<file path="src/rtl/rf_wb_scheduler.sv">
// rtl/rf_wb_scheduler.sv - register-file write-port arbiter with multi-cycle pending scoreboard
module rf_wb_scheduler #(
  parameter int DATA_WIDTH = 32,
  parameter int NUM_REGS   = 16
) (
  input  logic                  clk,
  input  logic                  rst,
  input  logic                  s0_valid,
  input  logic [4:0]            s0_rd,
  input  logic [DATA_WIDTH-1:0] s0_data,
  output logic                  s0_ready,
  input  logic                  s1_valid,
  input  logic [4:0]            s1_rd,
  input  logic [DATA_WIDTH-1:0] s1_data,
  output logic                  s1_ready,
  input  logic                  iss_valid,
  input  logic [4:0]            iss_rd,
  output logic                  iss_ready,
  input  logic [4:0]            chk_rs,
  input  logic [4:0]            chk_rt,
  output logic                  stall,
  output logic                  rf_we,
  output logic [4:0]            rf_rd,
  output logic [DATA_WIDTH-1:0] rf_data
);

  // index of the source granted most recently; reset favours s0 on first contention
  logic                  last_grant;
  logic [NUM_REGS-1:0]   pending;
  logic [NUM_REGS-1:0]   pending_d;
  logic                  acc0;
  logic                  acc1;
  logic                  acc;
  logic                  iss_fire;
  logic [4:0]            win_rd;
  logic [DATA_WIDTH-1:0] win_data;

  // register 0 and unimplemented addresses are never written nor tracked
  function automatic logic in_range(input logic [4:0] a);
    return (a != 5'd0) && ({27'd0, a} < 32'(NUM_REGS));
  endfunction

  // out-of-range lookups read as not pending
  function automatic logic is_pending(input logic [4:0] a, input logic [NUM_REGS-1:0] p);
    logic hit;
    hit = 1'b0;
    for (int i = 0; i < NUM_REGS; i++) begin
      if (in_range(a) && (a == 5'(i))) hit = p[i];
    end
    return hit;
  endfunction

  assign s0_ready  = !s1_valid || last_grant;
  assign s1_ready  = !s0_valid || !last_grant;
  assign acc0      = s0_valid && s0_ready;
  assign acc1      = s1_valid && s1_ready;
  assign acc       = acc0 || acc1;
  assign win_rd    = acc1 ? s1_rd : s0_rd;
  assign win_data  = acc1 ? s1_data : s0_data;
  assign iss_ready = !is_pending(iss_rd, pending);
  assign iss_fire  = iss_valid && iss_ready && in_range(iss_rd);
  assign stall     = is_pending(chk_rs, pending) || is_pending(chk_rt, pending);

  // scoreboard next state: s1 write-back clears, issue sets, set applied last so it wins
  always_comb begin
    pending_d = pending;
    for (int i = 1; i < NUM_REGS; i++) begin
      if (acc1 && (s1_rd == 5'(i)))    pending_d[i] = 1'b0;
      if (iss_fire && (iss_rd == 5'(i))) pending_d[i] = 1'b1;
    end
  end

  // arbitration history and scoreboard state
  always_ff @(posedge clk or negedge rst) begin
    if (!rst) begin
      last_grant <= 1'b1;
      pending    <= '0;
    end else begin
      if (acc) last_grant <= acc1;
      pending <= pending_d;
    end
  end

  // registered write port; address/data hold when nothing is written
  always_ff @(posedge clk or negedge rst) begin
    if (!rst) begin
      rf_we   <= 1'b0;
      rf_rd   <= 5'd0;
      rf_data <= '0;
    end else begin
      rf_we <= acc && in_range(win_rd);
      if (acc && in_range(win_rd)) begin
        rf_rd   <= win_rd;
        rf_data <= win_data;
      end
    end
  end

endmodule

</file>
<file path="config.mk">
export PLATFORM = sky130hd
export DESIGN_NAME = rf_wb_scheduler
export DESIGN_NICKNAME = d
export VERILOG_FILES = /design/src/rtl/rf_wb_scheduler.sv
export SDC_FILE = /design/constraint.sdc
export NUM_CORES = 1
export LEC_CHECK = 0
export CAP_MARGIN = 20
export CELL_PAD_IN_SITES_DETAIL_PLACEMENT = 0
export CELL_PAD_IN_SITES_GLOBAL_PLACEMENT = 2
export CORE_UTILIZATION = 24
export DETAILED_ROUTE_END_ITERATION = 10
export GPL_TIMING_DRIVEN = 0
export PLACE_DENSITY = 0.77
export SLEW_MARGIN = 30
export SYNTH_ARGS = -nofsm -noshare
export SYNTH_HDL_FRONTEND = slang
export SYNTH_SLANG_ARGS = --single-unit
</file>
<file path="constraint.sdc">
create_clock -name clk -period 2.4 [get_ports clk]
set_input_delay 0.48 -clock clk [delete_from_list [all_inputs] [get_ports clk]]
set_output_delay 0.48 -clock clk [all_outputs]
set_load 0.05 [all_outputs]
</file>
# == Word level (Yosys, flattened, before mapping) ==
# Index checks and enable logic that the tools add are counted.
# word_totals
input_bits,94
out_inout_bits,42
reg_bits,54
elab_cells,271
# op_classes
mux,77
magnitude_cmp,4
eq_ne,60
reduce_logical,111
# ops
op,n
$eq A5 B4 Y1 const B,32
$logic_and A1 B1 Y1,84
$eq A5 B3 Y1 const B,16
$mux W1,75
$eq A5 B2 Y1 const B,8
$mux W32,1
$reduce_bool A2 Y1,15
$eq A5 B1 Y1 const B,4
$lt A5 B5 Y1 const B,4
$reduce_bool A5 Y1,4
$mux W5,1
$logic_not A1 Y1,4
$logic_or A1 B1 Y1,4

# == Depth between registers and ports, before layout ==
# depth
ltp_word,23
ltp_mapped,9
depth_no_buf,6

# == Worst setup path before layout ==
# Ideal clock, no wire load.
# synth_path
path_kind,input -> output
startpoint,in iss_rd[0]
endpoint,out iss_ready
setup_slack_ns,-0.303
required_time_ns,1.920
arrival_ns,2.223
cell_stages,7
n_path_buf,1
cell_sequence,buf_6 mux2_4 o2111ai_2 o211ai_1 a21oi_2 a21oi_4 a21oi_1
# synth_via
elab_chain_cells,19
elab_cells_between_ends,49
classes_between,order compare: 1; eq/ne: 15; mux: 15; reduce/logical: 18
# synth_lines
element,line,text
from (decl),17,"input logic [4:0] iss_rd,"
$lt A5 B5 Y1 / $reduce_bool A5 Y1 (equally long branches),40,"return (a != 5'd0) && ({27'd0, a} < 32'(NUM_REGS));"
$logic_and A1 B1 Y1,40,
$logic_and A1 B1 Y1,48,if (in_range(a) && (a == 5'(i))) hit = p[i];
$mux W1 (14 in a row),48,
$mux W1 (*),48,
$logic_not A1 Y1 (*),60,"assign iss_ready = !is_pending(iss_rd, pending);"
to (decl),18,"output logic iss_ready,"
# Mark *: on every way between the ends. The rest lies on a longest branch, timed or not.

# == Final worst setup path ==
# layout_path
startpoint,in iss_rd[3]
endpoint,out iss_ready
# The elaborated chain is that of the path after synthesis.

==> results <==
-- synthesized netlist by cell type (5+ instances only) --
| master | n | area [um^2] |
|---|---|---|
| inv_1 | 9 | 33.8 |
| or3_1 | 5 | 31.3 |
| o22ai_1 | 5 | 31.3 |
| nand2b_1 | 7 | 43.8 |
| nand2_1 | 48 | 180 |
| nor3_1 | 8 | 40.0 |
| dfrtp_1 | 53 | 1330 |
| o41ai_1 | 5 | 43.8 |
| nor2b_1 | 5 | 31.3 |
| nor2_1 | 13 | 48.8 |
| buf_2 | 7 | 35.0 |
| a21oi_1 | 12 | 60.1 |
| clkbuf_1 | 16 | 60.1 |
| mux2i_1 | 40 | 400 |
| o21ai_0 | 61 | 305 |
| nand3_1 | 5 | 25.0 |
-- routing by layer --
metal | routed length, um | GRT usage, %
met4 | 152 | 4.97
met2 | 5250 | 27.5
met5 | 0 | 0
met3 | 1030 | 5.67
met1 | 4770 | 20.0
-- path summary, 6_finish.rpt --
kind,from,to,slack [ps],cells after the start
max reg2reg,pending[6],pending[11],410,7
min in group clk,iss_rd[4],pending[5],470,2
max,iss_rd[3],iss_ready,-70,8
min,rst,rf_data[12],80,1
max in group asynchronous,rst,last_grant,1780,2
min reg2reg,rf_data[27],rf_data[27],480,2
-- worst max-delay path: stages --
cell and delay (ps):
buf_2 160, or3_1 350, or4_4 420, o211ai_1 130, a21oi_2 110, a21oi_4 140, a21oi_2 50, buf_6 150
-- timing repair --
| action | CTS | global route |
|---|---|---|
| resized for setup | 67 | 21 |
| hold endpoints to repair | 0 | 0 |
| setup buffers | 9 | 0 |
| setup endpoints to repair | 3 | 39 |
| pin swaps | 10 | 3 |
| gates cloned | 1 | 0 |
-- stage by stage --
| step | hold slack (ps) | std cells | util (%) | TNS [ps] | power [mW] |
|---|---|---|---|---|---|
| 6_report | 76.3 | 681 | 39.7 | -72.1 | 3.69 |
| 5_1_grt | 90.6 | 681 | 39.7 | -235 | 3.89 |
| 4_1_cts | 75.9 | 681 | 39.4 | -115 | 3.72 |
| 3_5_place_dp | 402 | 663 | 37.0 | -12930 | 2.80 |
| 3_3_place_gp | 462 | 662 | 36.9 | -62400 | 2.79 |
| 2_1_floorplan | 184 | 359 | - | 0 | 2.14 |
-- state kept, by name (all words and copies together) (netlist names) --
name        flops
pending        15
rf_data        32
last_grant      1
rf_rd           5
rf_we           1
-- cells by family (layout without fill, tap and decap cells) --
family / count (synthesis) / after routing / share of synthesized area (%)
buffers and inverters: 36 / 186 / 4.73
AOI/OAI and AO/OA: 112 / 112 / 21.7
and+or+nand+nor: 116 / 116 / 18.4
DFF: 54 / 54 / 42.2
muxes: 41 / 41 / 13.0
-- layout make-up --
type | count | area, um^2
multi-input combinational | 269 | 1750
buffer | 26 | 171
tap | 172 | 215
fill | 1391 | 7730
inverter | 10 | 37.5
clock inverter | 2 | 38.8
clock buffer | 6 | 139
sequential | 54 | 1360
timing repair buffer | 142 | 1380
-- power by group through the flow --
stage | clock network [mW] | logic, mW | registers [mW]
5_1_grt | 0.929 | 1.64 | 1.32
4_1_cts | 0.889 | 1.54 | 1.29
2_1_floorplan | 0 | 0.446 | 1.69
6_report | 0.861 | 1.54 | 1.30
3_3_place_gp | 0 | 1.48 | 1.30
3_5_place_dp | 0 | 1.49 | 1.30
==> out/qor.yml <==
drt:
  drt_pass1_iterations: 4
  ant_nets: 0
  drc_errors: 0
  wire_per_inst_um: 16.5
  viasPerCell: 4.84
  wirelength_um: 11200
  vias: 3294
  drt_iter0_drc: 207
placed_design:
  gp_congestion: 0.843
  place_area_mm2: 0.00475
  dp_slack_ps: -1200
  hpwl_um: 8720
  numPortBuffers: 131
die:
  initial_core_util_pct: 25.0
  io_pins: 136
  core_mm2: 0.0128
  die_area_mm2: 0.0138
  die_y_um: 118
  rows: 41
  die_w_um: 118
finish:
  final_common_cell: "clkdlybuf4s50_1"
  num_antenna_cells: 0
  design_area_mm2: 0.00509
  drive_above_1_share_pct: 13.8
  fin_nets: 602
  area_growth_pct: 58.9
  final_cell_mix: "115 x clkdlybuf4s50_1, 59 x o21ai_0, 50 x dfrtp_1"
clocking:
  cts_htree_levels: 2
  root_buffer: "clkbuf_16"
  insertion_delay_ps: 290
  cts_tree: "built"
  cts_buffer_depth: 2
  ctsHoldBuffers: 0
  cts_buffers: 5
  cts_sinks: 54
  clk_pin_slew_worst_paths_ps: 70
logic_synthesis:
  ys_types: 56
  yosysWarningCount: 0
  synthesis.nets: 453
  async_reset_ff_share_pct: 100
  ys_ff_latch: 54
  seq_area_frac_synth_pct: 42.2
  synth_area_mm2: 0.00320
  synth_edf_count: 0
  syn_avg_cell_area_um2: 8.92
  postSynthCellCount: 359
  synth_ff_type: "dfrtp_1"
setup_path:
  crit_arrival_ps: 1990
  startpoint_type: "input port"
  critPathKind: "in -> out"
  crit_required_ps: 1920
  cp_max_fo: 9
  critPathCaptureType: "primary output"
power_and_ir_drop:
  seq_power_share_pct: 35.1
  power_density_mw_per_mm2: 725
  leakage_nw: 2.10
  swShare_pct: 39.4
  switchingPower_mw: 1.45
  combPwrFrac_pct: 41.6
  irDropWorstVdd_v: 0.000389
  p_int_mw: 2.24
  clockPowerShare_pct: 23.3
outcome:
  outcome: "finished, violations left"
  failed_checks: "negative setup slack"
sta:
  timing.final.ws_setup_ps: -70.9
  slew_headroom_pct: 49.3
  max_clock_freq_ghz: 0.405
  hold_violations: 0
  worstMarginPinSlew_ps: 760
  finalMaxSlewViolations: 0
  rsz0062_at_grt: "true"
  period_needed_ps: 2470
  skew_ps: 6.22
  fin_crit_sh_pct: 103
  setup_viol: 2
global_routing:
  grt_antenna_before_repair: 0
  grt_start_max_net_pins: 33
  gr-total-overflow: 0
  grt_pass1_vias: 3350
  grt_pass1_wl_um: 17900
  grt_use_total_pct: 16.5
run:
  drv_cap: 0
min_path:
  hold_class: "in -> async"
Power figures use the tool's default switching activity.
